==> src/rtl/xilinx_ip_pkg.sv <==
// Shared definitions for the Xilinx IP demo datapath: ROM feeder FSM
// encoding and default geometry of the ROM / FIFO write path.
package xilinx_ip_pkg;

    typedef enum logic [1:0] {
        StIdle  = 2'd0,
        StRun   = 2'd1,
        StDrain = 2'd2
    } feeder_state_e;

    localparam int unsigned DefAddrW  = 6;
    localparam int unsigned DefDataW  = 16;
    localparam int unsigned DefDepth  = 64;
    localparam int unsigned DefRomLat = 1;

endpackage

==> src/rtl/feeder_skid_buf.sv <==
// Small register-based synchronous FIFO that catches ROM words whose reads
// were already issued when the downstream FIFO stalled.
module feeder_skid_buf #(
    parameter int unsigned DEPTH = 3,
    parameter int unsigned WIDTH = 16
) (
    input  logic                         sys_clk,
    input  logic                         rst,
    input  logic                         push,
    input  logic                         pop,
    input  logic [WIDTH-1:0]             din,
    output logic [WIDTH-1:0]             head,
    output logic [$clog2(DEPTH+1)-1:0]   count
);

    localparam int unsigned PtrW = (DEPTH > 1) ? $clog2(DEPTH) : 1;
    localparam int unsigned CntW = $clog2(DEPTH + 1);
    localparam logic [PtrW-1:0] LastPtr = PtrW'(DEPTH - 1);

    logic [WIDTH-1:0] mem_q [DEPTH];
    logic [PtrW-1:0]  wr_ptr_q;
    logic [PtrW-1:0]  rd_ptr_q;

    assign head = mem_q[rd_ptr_q];

    // Storage, circular pointers and occupancy; callers never pop when empty.
    always_ff @(posedge sys_clk or posedge rst) begin
        if (rst) begin
            for (int unsigned i = 0; i < DEPTH; i++) begin
                mem_q[i] <= '0;
            end
            wr_ptr_q <= '0;
            rd_ptr_q <= '0;
            count    <= '0;
        end else begin
            if (push) begin
                mem_q[wr_ptr_q] <= din;
                wr_ptr_q        <= (wr_ptr_q == LastPtr) ? '0 : wr_ptr_q + PtrW'(1);
            end
            if (pop) begin
                rd_ptr_q <= (rd_ptr_q == LastPtr) ? '0 : rd_ptr_q + PtrW'(1);
            end
            case ({push, pop})
                2'b10:   count <= count + CntW'(1);
                2'b01:   count <= count - CntW'(1);
                default: ;
            endcase
        end
    end

endmodule

==> src/rtl/rom_fifo_feeder.sv <==
// Write-side sequencer: sweeps ROM addresses, absorbs ROM read latency and
// pushes every ROM word into the CDC FIFO exactly once, in order, while
// honouring FIFO full and write-side reset busy.
module rom_fifo_feeder
    import xilinx_ip_pkg::*;
#(
    parameter int unsigned ADDR_W     = DefAddrW,
    parameter int unsigned DATA_W     = DefDataW,
    parameter int unsigned DEPTH      = DefDepth,
    parameter int unsigned ROM_LAT    = DefRomLat,
    parameter int unsigned NUM_PASSES = 1
) (
    input  logic              sys_clk,
    input  logic              rst,
    input  logic              start,
    input  logic              stop,
    output logic [ADDR_W-1:0] rom_addr,
    input  logic [DATA_W-1:0] rom_dout,
    input  logic              fifo_full,
    input  logic              fifo_wr_rst_busy,
    output logic              fifo_wr_en,
    output logic [DATA_W-1:0] fifo_din,
    output logic              busy,
    output logic              done,
    output logic [15:0]       word_cnt
);

    // Room for every word in the ROM pipe plus one being written and one spare,
    // so issue never has to wait on a pop in steady state.
    localparam int unsigned SKID_DEPTH = ROM_LAT + 2;
    localparam int unsigned CntW       = $clog2(SKID_DEPTH + 1);
    localparam logic [ADDR_W-1:0] LastAddr = ADDR_W'(DEPTH - 1);
    localparam logic [15:0]       LastPass = 16'(NUM_PASSES - 1);

    feeder_state_e     state_q;
    logic [ROM_LAT-1:0] vld_q;
    logic [ROM_LAT-1:0] vld_d;
    logic [15:0]       pass_q;
    logic [CntW-1:0]   skid_cnt;
    logic [DATA_W-1:0] skid_head;
    logic              issue;
    logic              capture;
    logic              pop;
    logic              final_issue;
    logic              drain_empty;
    int unsigned       inflight;
    int unsigned       skid_cnt_nxt;

    // Issue/capture/pop decisions and the look-ahead emptiness used to leave DRAIN.
    always_comb begin
        inflight = 0;
        for (int unsigned i = 0; i < ROM_LAT; i++) begin
            inflight = inflight + 32'(vld_q[i]);
        end
        issue = (state_q == StRun) && !fifo_wr_rst_busy
                && ((inflight + 32'(skid_cnt)) < SKID_DEPTH);
        capture = vld_q[ROM_LAT-1];
        pop = (skid_cnt != '0) && !fifo_full && !fifo_wr_rst_busy;
        final_issue = issue && (NUM_PASSES != 0) && (rom_addr == LastAddr)
                      && (pass_q == LastPass);
        vld_d = (vld_q << 1) | ROM_LAT'(issue);
        skid_cnt_nxt = 32'(skid_cnt) + 32'(capture) - 32'(pop);
        // done is registered, so decide on what the buffers hold after this edge
        drain_empty = (vld_d == '0) && (skid_cnt_nxt == 0);
    end

    feeder_skid_buf #(
        .DEPTH (SKID_DEPTH),
        .WIDTH (DATA_W)
    ) u_skid (
        .sys_clk (sys_clk),
        .rst     (rst),
        .push    (capture),
        .pop     (pop),
        .din     (rom_dout),
        .head    (skid_head),
        .count   (skid_cnt)
    );

    assign fifo_wr_en = pop;
    assign fifo_din   = skid_head;

    // FSM with address/pass counters, ROM valid pipe and registered status outputs.
    always_ff @(posedge sys_clk or posedge rst) begin
        if (rst) begin
            state_q  <= StIdle;
            vld_q    <= '0;
            pass_q   <= '0;
            rom_addr <= '0;
            busy     <= 1'b0;
            done     <= 1'b0;
            word_cnt <= '0;
        end else begin
            done  <= 1'b0;
            vld_q <= vld_d;
            if (pop) begin
                word_cnt <= word_cnt + 16'd1;
            end
            case (state_q)
                StIdle: begin
                    if (start) begin
                        state_q  <= StRun;
                        busy     <= 1'b1;
                        rom_addr <= '0;
                        pass_q   <= '0;
                        word_cnt <= '0;
                    end
                end
                StRun: begin
                    if (issue) begin
                        if (rom_addr == LastAddr) begin
                            rom_addr <= '0;
                            pass_q   <= pass_q + 16'd1;
                        end else begin
                            rom_addr <= rom_addr + ADDR_W'(1);
                        end
                    end
                    if (stop || final_issue) begin
                        state_q <= StDrain;
                    end
                end
                StDrain: begin
                    if (drain_empty) begin
                        state_q <= StIdle;
                        busy    <= 1'b0;
                        done    <= 1'b1;
                    end
                end
                default: begin
                    state_q <= StIdle;
                    busy    <= 1'b0;
                end
            endcase
        end
    end

endmodule

==> config.mk <==
export PLATFORM = sky130hd
export DESIGN_NAME = rom_fifo_feeder
export DESIGN_NICKNAME = d
export VERILOG_FILES = /design/src/rtl/xilinx_ip_pkg.sv /design/src/rtl/feeder_skid_buf.sv /design/src/rtl/rom_fifo_feeder.sv
export SDC_FILE = /design/constraint.sdc
export NUM_CORES = 1
export LEC_CHECK = 0
export ABC_AREA = 1
export CORE_UTILIZATION = 50
export DETAILED_ROUTE_END_ITERATION = 6
export HOLD_SLACK_MARGIN = 0.02
export PLACE_DENSITY_LB_ADDON = 0.25
export SLEW_MARGIN = 20
export SYNTH_ARGS = -nofsm -noshare
export SYNTH_HDL_FRONTEND = slang
export SYNTH_SLANG_ARGS = --single-unit
==> constraint.sdc <==
create_clock -name sys_clk -period 3.8 [get_ports sys_clk]
set_input_delay 0.76 -clock sys_clk [delete_from_list [all_inputs] [get_ports sys_clk]]
set_output_delay 0.76 -clock sys_clk [all_outputs]
set_load 0.05 [all_outputs]
==> out/metrics.cfg <==
[route]
ant_nets = 0
detail_route.vias_per_cell = 5.285
first_pass_iters = 6
final_wl_um = 11160
routedWlPerCell_um = 13.58
remaining_drc_errors = 0
detail_route.iter0.violations = 249
number_of_vias_in_the_routed_layout = 4344

[synth]
synth.net_count = 662
avgSynthCellArea_um2 = 7.781
yosys_warnings = 0
syn_inst = 630
netlist-cell-type-count = 30
ys_seq_elements = 97
synth-seq-area-share_pct = 49.52
post_synthesis_instance_area_um2 = 4902

[power]
power_per_cell_area_nw_per_um2 = 797.4
power_leakage_nw = 2.780
power.ir.vdd_worst_mv = 0.4029

[placement]
place.detailed.instances = 806
dpl_cell_area_um2 = 5598
io_buffers = 62
gpl.final_weighted_congestion = 0.8538
hpwlAfterDp_um = 7635

[global_routing]
grt_first_pass_wirelength_um = 19140
grt_pass1_vias = 4140
maximum_number_of_pins_on_one_net_before_global_route_repair = 98
antenna_violations_before_repair = 0
grt_usage_pct = 23.86
total_gr_overflow = 0

[cells_and_area]
final_core_util_pct = 61.87
antenna_cell_count = 0
areaGrowthSynthToFinish_pct = 18.27
finish.net_count = 720
final_layout_size_suffix_gt1_share_pct = 7.504
fillers = 852
final_cell_count_no_fill = 822
final_area_um2 = 5798

[timing]
finalWorstPathRequiredPeriod_ns = 3.202
fin_crit_sh_pct = 84.27
totalNegativeSetupSlack_ns = 0
slew_headroom_pct = 48.92
setup_viol = 0
finalHoldViolCount = 0
tightest_slew_ns = 0.7663
achievable-frequency_mhz = 312.3
rsz0062_at_grt = false
finalClockSkew_ns = 0.01367
finalMaxSlewViolations = 0
hold_slack_ns = 0.4941

[die]
initial_core_util_pct = 52.31
die_y_um = 101.0
floorplan.die_area_um2 = 10200
num_rows = 35
core-area_um2 = 9371
ports = 63
dieWidth_um = 101.0

[cts]
clock_tree.htree_level_count = 3
clkLatencyLatePin_ns = 0.38
holdBufCountCts = 0
postCtsSetupBuffers = 0
cts_resized = 0
tritoncts_clock_tree = done
worst_setup_hold_path_clk_slew_ns = 0.10
tritoncts_num_sinks = 97
cts_buffer_depth = 2
cts_inserted_buffers = 9
clk_root_buffer_cell = clkbuf_8

[job]
cap_violations = 0

[worst_setup_path]
critical-path-slowest-cell = clkdlybuf4s50_1
critPathKind = in2out
timing.critical_path.cells = clkdlybuf4s50_1, inv_1, nand3_2, clkinv_1, clkdlybuf4s50_1
crit_top_cell = clkdlybuf4s50_1
worst-path-buf-inv = 4
timing.critical_path.required_ns = 3.04
crit_path_end_kind = output pin
type_of_origin_of_the_critical_path = input port
cp_delay_by_family_top = buffers and inverters
crit_path_max_fanout = 9
cpPeakStageDelay_ns = 0.80
cp_data_arrival_time_ns = 2.44

[worst_hold_path]
holdCritPathClass = reg2reg

[status]
result_of_the_run = completed

[worst register-to-register path: stages, from the launching register on]
cell and delay, ns:
dfrtp_1 0.49, ha_1 0.23, inv_1 0.06, ha_1 0.28, nand2_1 0.14, nand4_4 0.15, nand2_4 0.17, nand2_4 0.14
inv_2 0.28, nand2_2 0.10, nand2_1 0.09, nand2_1 0.05, nor2_1 0.10
[kinds of logic (layout without fill, tap and decap cells)]
group	Yosys count	count (layout)	synth area share, %
fa+ha+maj	10	10	2.552
simple gates	330	330	29.17
buf+inv	90	153	7.274
compound gates	95	95	10.06
xor+xnor	8	8	1.429
flops	97	97	49.52
[state kept, by name, summed over array words and instances (netlist names)]
| signal | count |
|---|---|
| busy | 1 |
| capture | 1 |
| done | 1 |
| pass_q | 16 |
| rom_addr | 6 |
| state_q | 2 |
| u_skid.count | 2 |
| u_skid.mem_q | 48 |
| u_skid.rd_ptr_q | 2 |
| u_skid.wr_ptr_q | 2 |
| word_cnt | 16 |
[metrics by stage]
stage | power [mW] | setup slack [ns]
after floorplan | 3.305 | 0.5063
after global placement | 3.919 | 0.6345
after detailed placement | 3.993 | 0.5943
after CTS | 4.635 | 0.5926
after global routing | 4.968 | 0.5088
final | 4.623 | 0.5978
[path summary, 6_finish.rpt]
path,start,to,slack (ns),depth (start not counted)
setup / recovery,fifo_wr_rst_busy,fifo_wr_en,0.60,5
hold / removal,u_skid.mem_q[11],u_skid.mem_q[11],0.49,2
setup reg to reg,capture,pass_q[4],1.48,12
hold reg to reg,u_skid.mem_q[11],u_skid.mem_q[11],0.49,2
max in group asynchronous,rst,word_cnt[10],2.59,3
min in group asynchronous,rst,u_skid.mem_q[18],0.81,3
[cells in the mapped netlist (all sizes together)]
cell type	instances	area share, %
a31oi	1	0.13
nand4	19	2.7
a21oi	11	1.1
xnor2	1	0.18
nor3	11	1.1
clkinv	2	0.15
ha	10	2.6
o21ai	78	8.0
buf	6	0.84
nand2	179	14
inv	69	5.3
o31ai	1	0.15
clkbuf	13	1.0
nor2	62	5.1
or2	1	0.13
a211oi	1	0.15
nand3	58	6.0
xor2	7	1.3
o21bai	3	0.46
dfrtp	97	50
[cells in the final DEF, fill, tap and decap left out]
cell / netlist / layout
nand2_1: 175 / 175
dfrtp_1: 97 / 97
o21ai_0: 76 / 76
inv_1: 67 / 66
nor2_1: 60 / 60
nand3_1: 57 / 54
clkdlybuf4s50_1: 0 / 46
buf_4: 2 / 19
nand4_1: 18 / 18
nor3_1: 11 / 11
a21oi_1: 11 / 11
ha_1: 10 / 10
clkbuf_8: 0 / 9
xor2_1: 7 / 7
nand3_2: 1 / 4
o21bai_1: 3 / 3
clkinv_1: 2 / 2
nor2_4: 2 / 2
clkinv_2: 0 / 2
nand2_2: 2 / 2
inv_2: 2 / 2
nand2_4: 2 / 2
inv_6: 0 / 2
inv_8: 0 / 2
o31ai_1: 1 / 1
xnor2_1: 1 / 1
a31oi_1: 1 / 1
a211oi_1: 1 / 1
o21ai_2: 1 / 1
or2_2: 1 / 1
nand4_4: 1 / 1
o21ai_1: 1 / 1
clkinv_4: 0 / 1
clkinvlp_4: 0 / 1
buf_12: 0 / 1
[layout make-up]
class	count	area, um^2	area share [%]
Inverter	71	267.8	4.618
Tap cell	129	161.4	2.784
Multi-Input combinational cell	443	2133	36.79
Timing Repair Buffer	66	623.1	10.75
Clock buffer	9	123.9	2.136
Clock inverter	7	61.31	1.057
Sequential cell	97	2427	41.86
[report_power, final]
| part | internal [mW] | leakage, nW | switching (mW) |
|---|---|---|---|
| clock | 0.252 | 0.0940 | 0.394 |
| sequential | 1.40 | 1.21 | 0.298 |
| combinational | 0.697 | 1.47 | 1.58 |
| total | 2.35 | 2.78 | 2.28 |
[metal layers]
metal	part of all wire [%]	vias to the layer above	GRT usage, %	routed length, um
li1	-	2151	-	-
met2	47	112	38.15	5277
met4	0.98	0	7.804	109
met5	0	-	0	0
met1	47	2071	32.88	5232
met3	4.9	10	4.508	543
(Power assumes the default switching activity.)
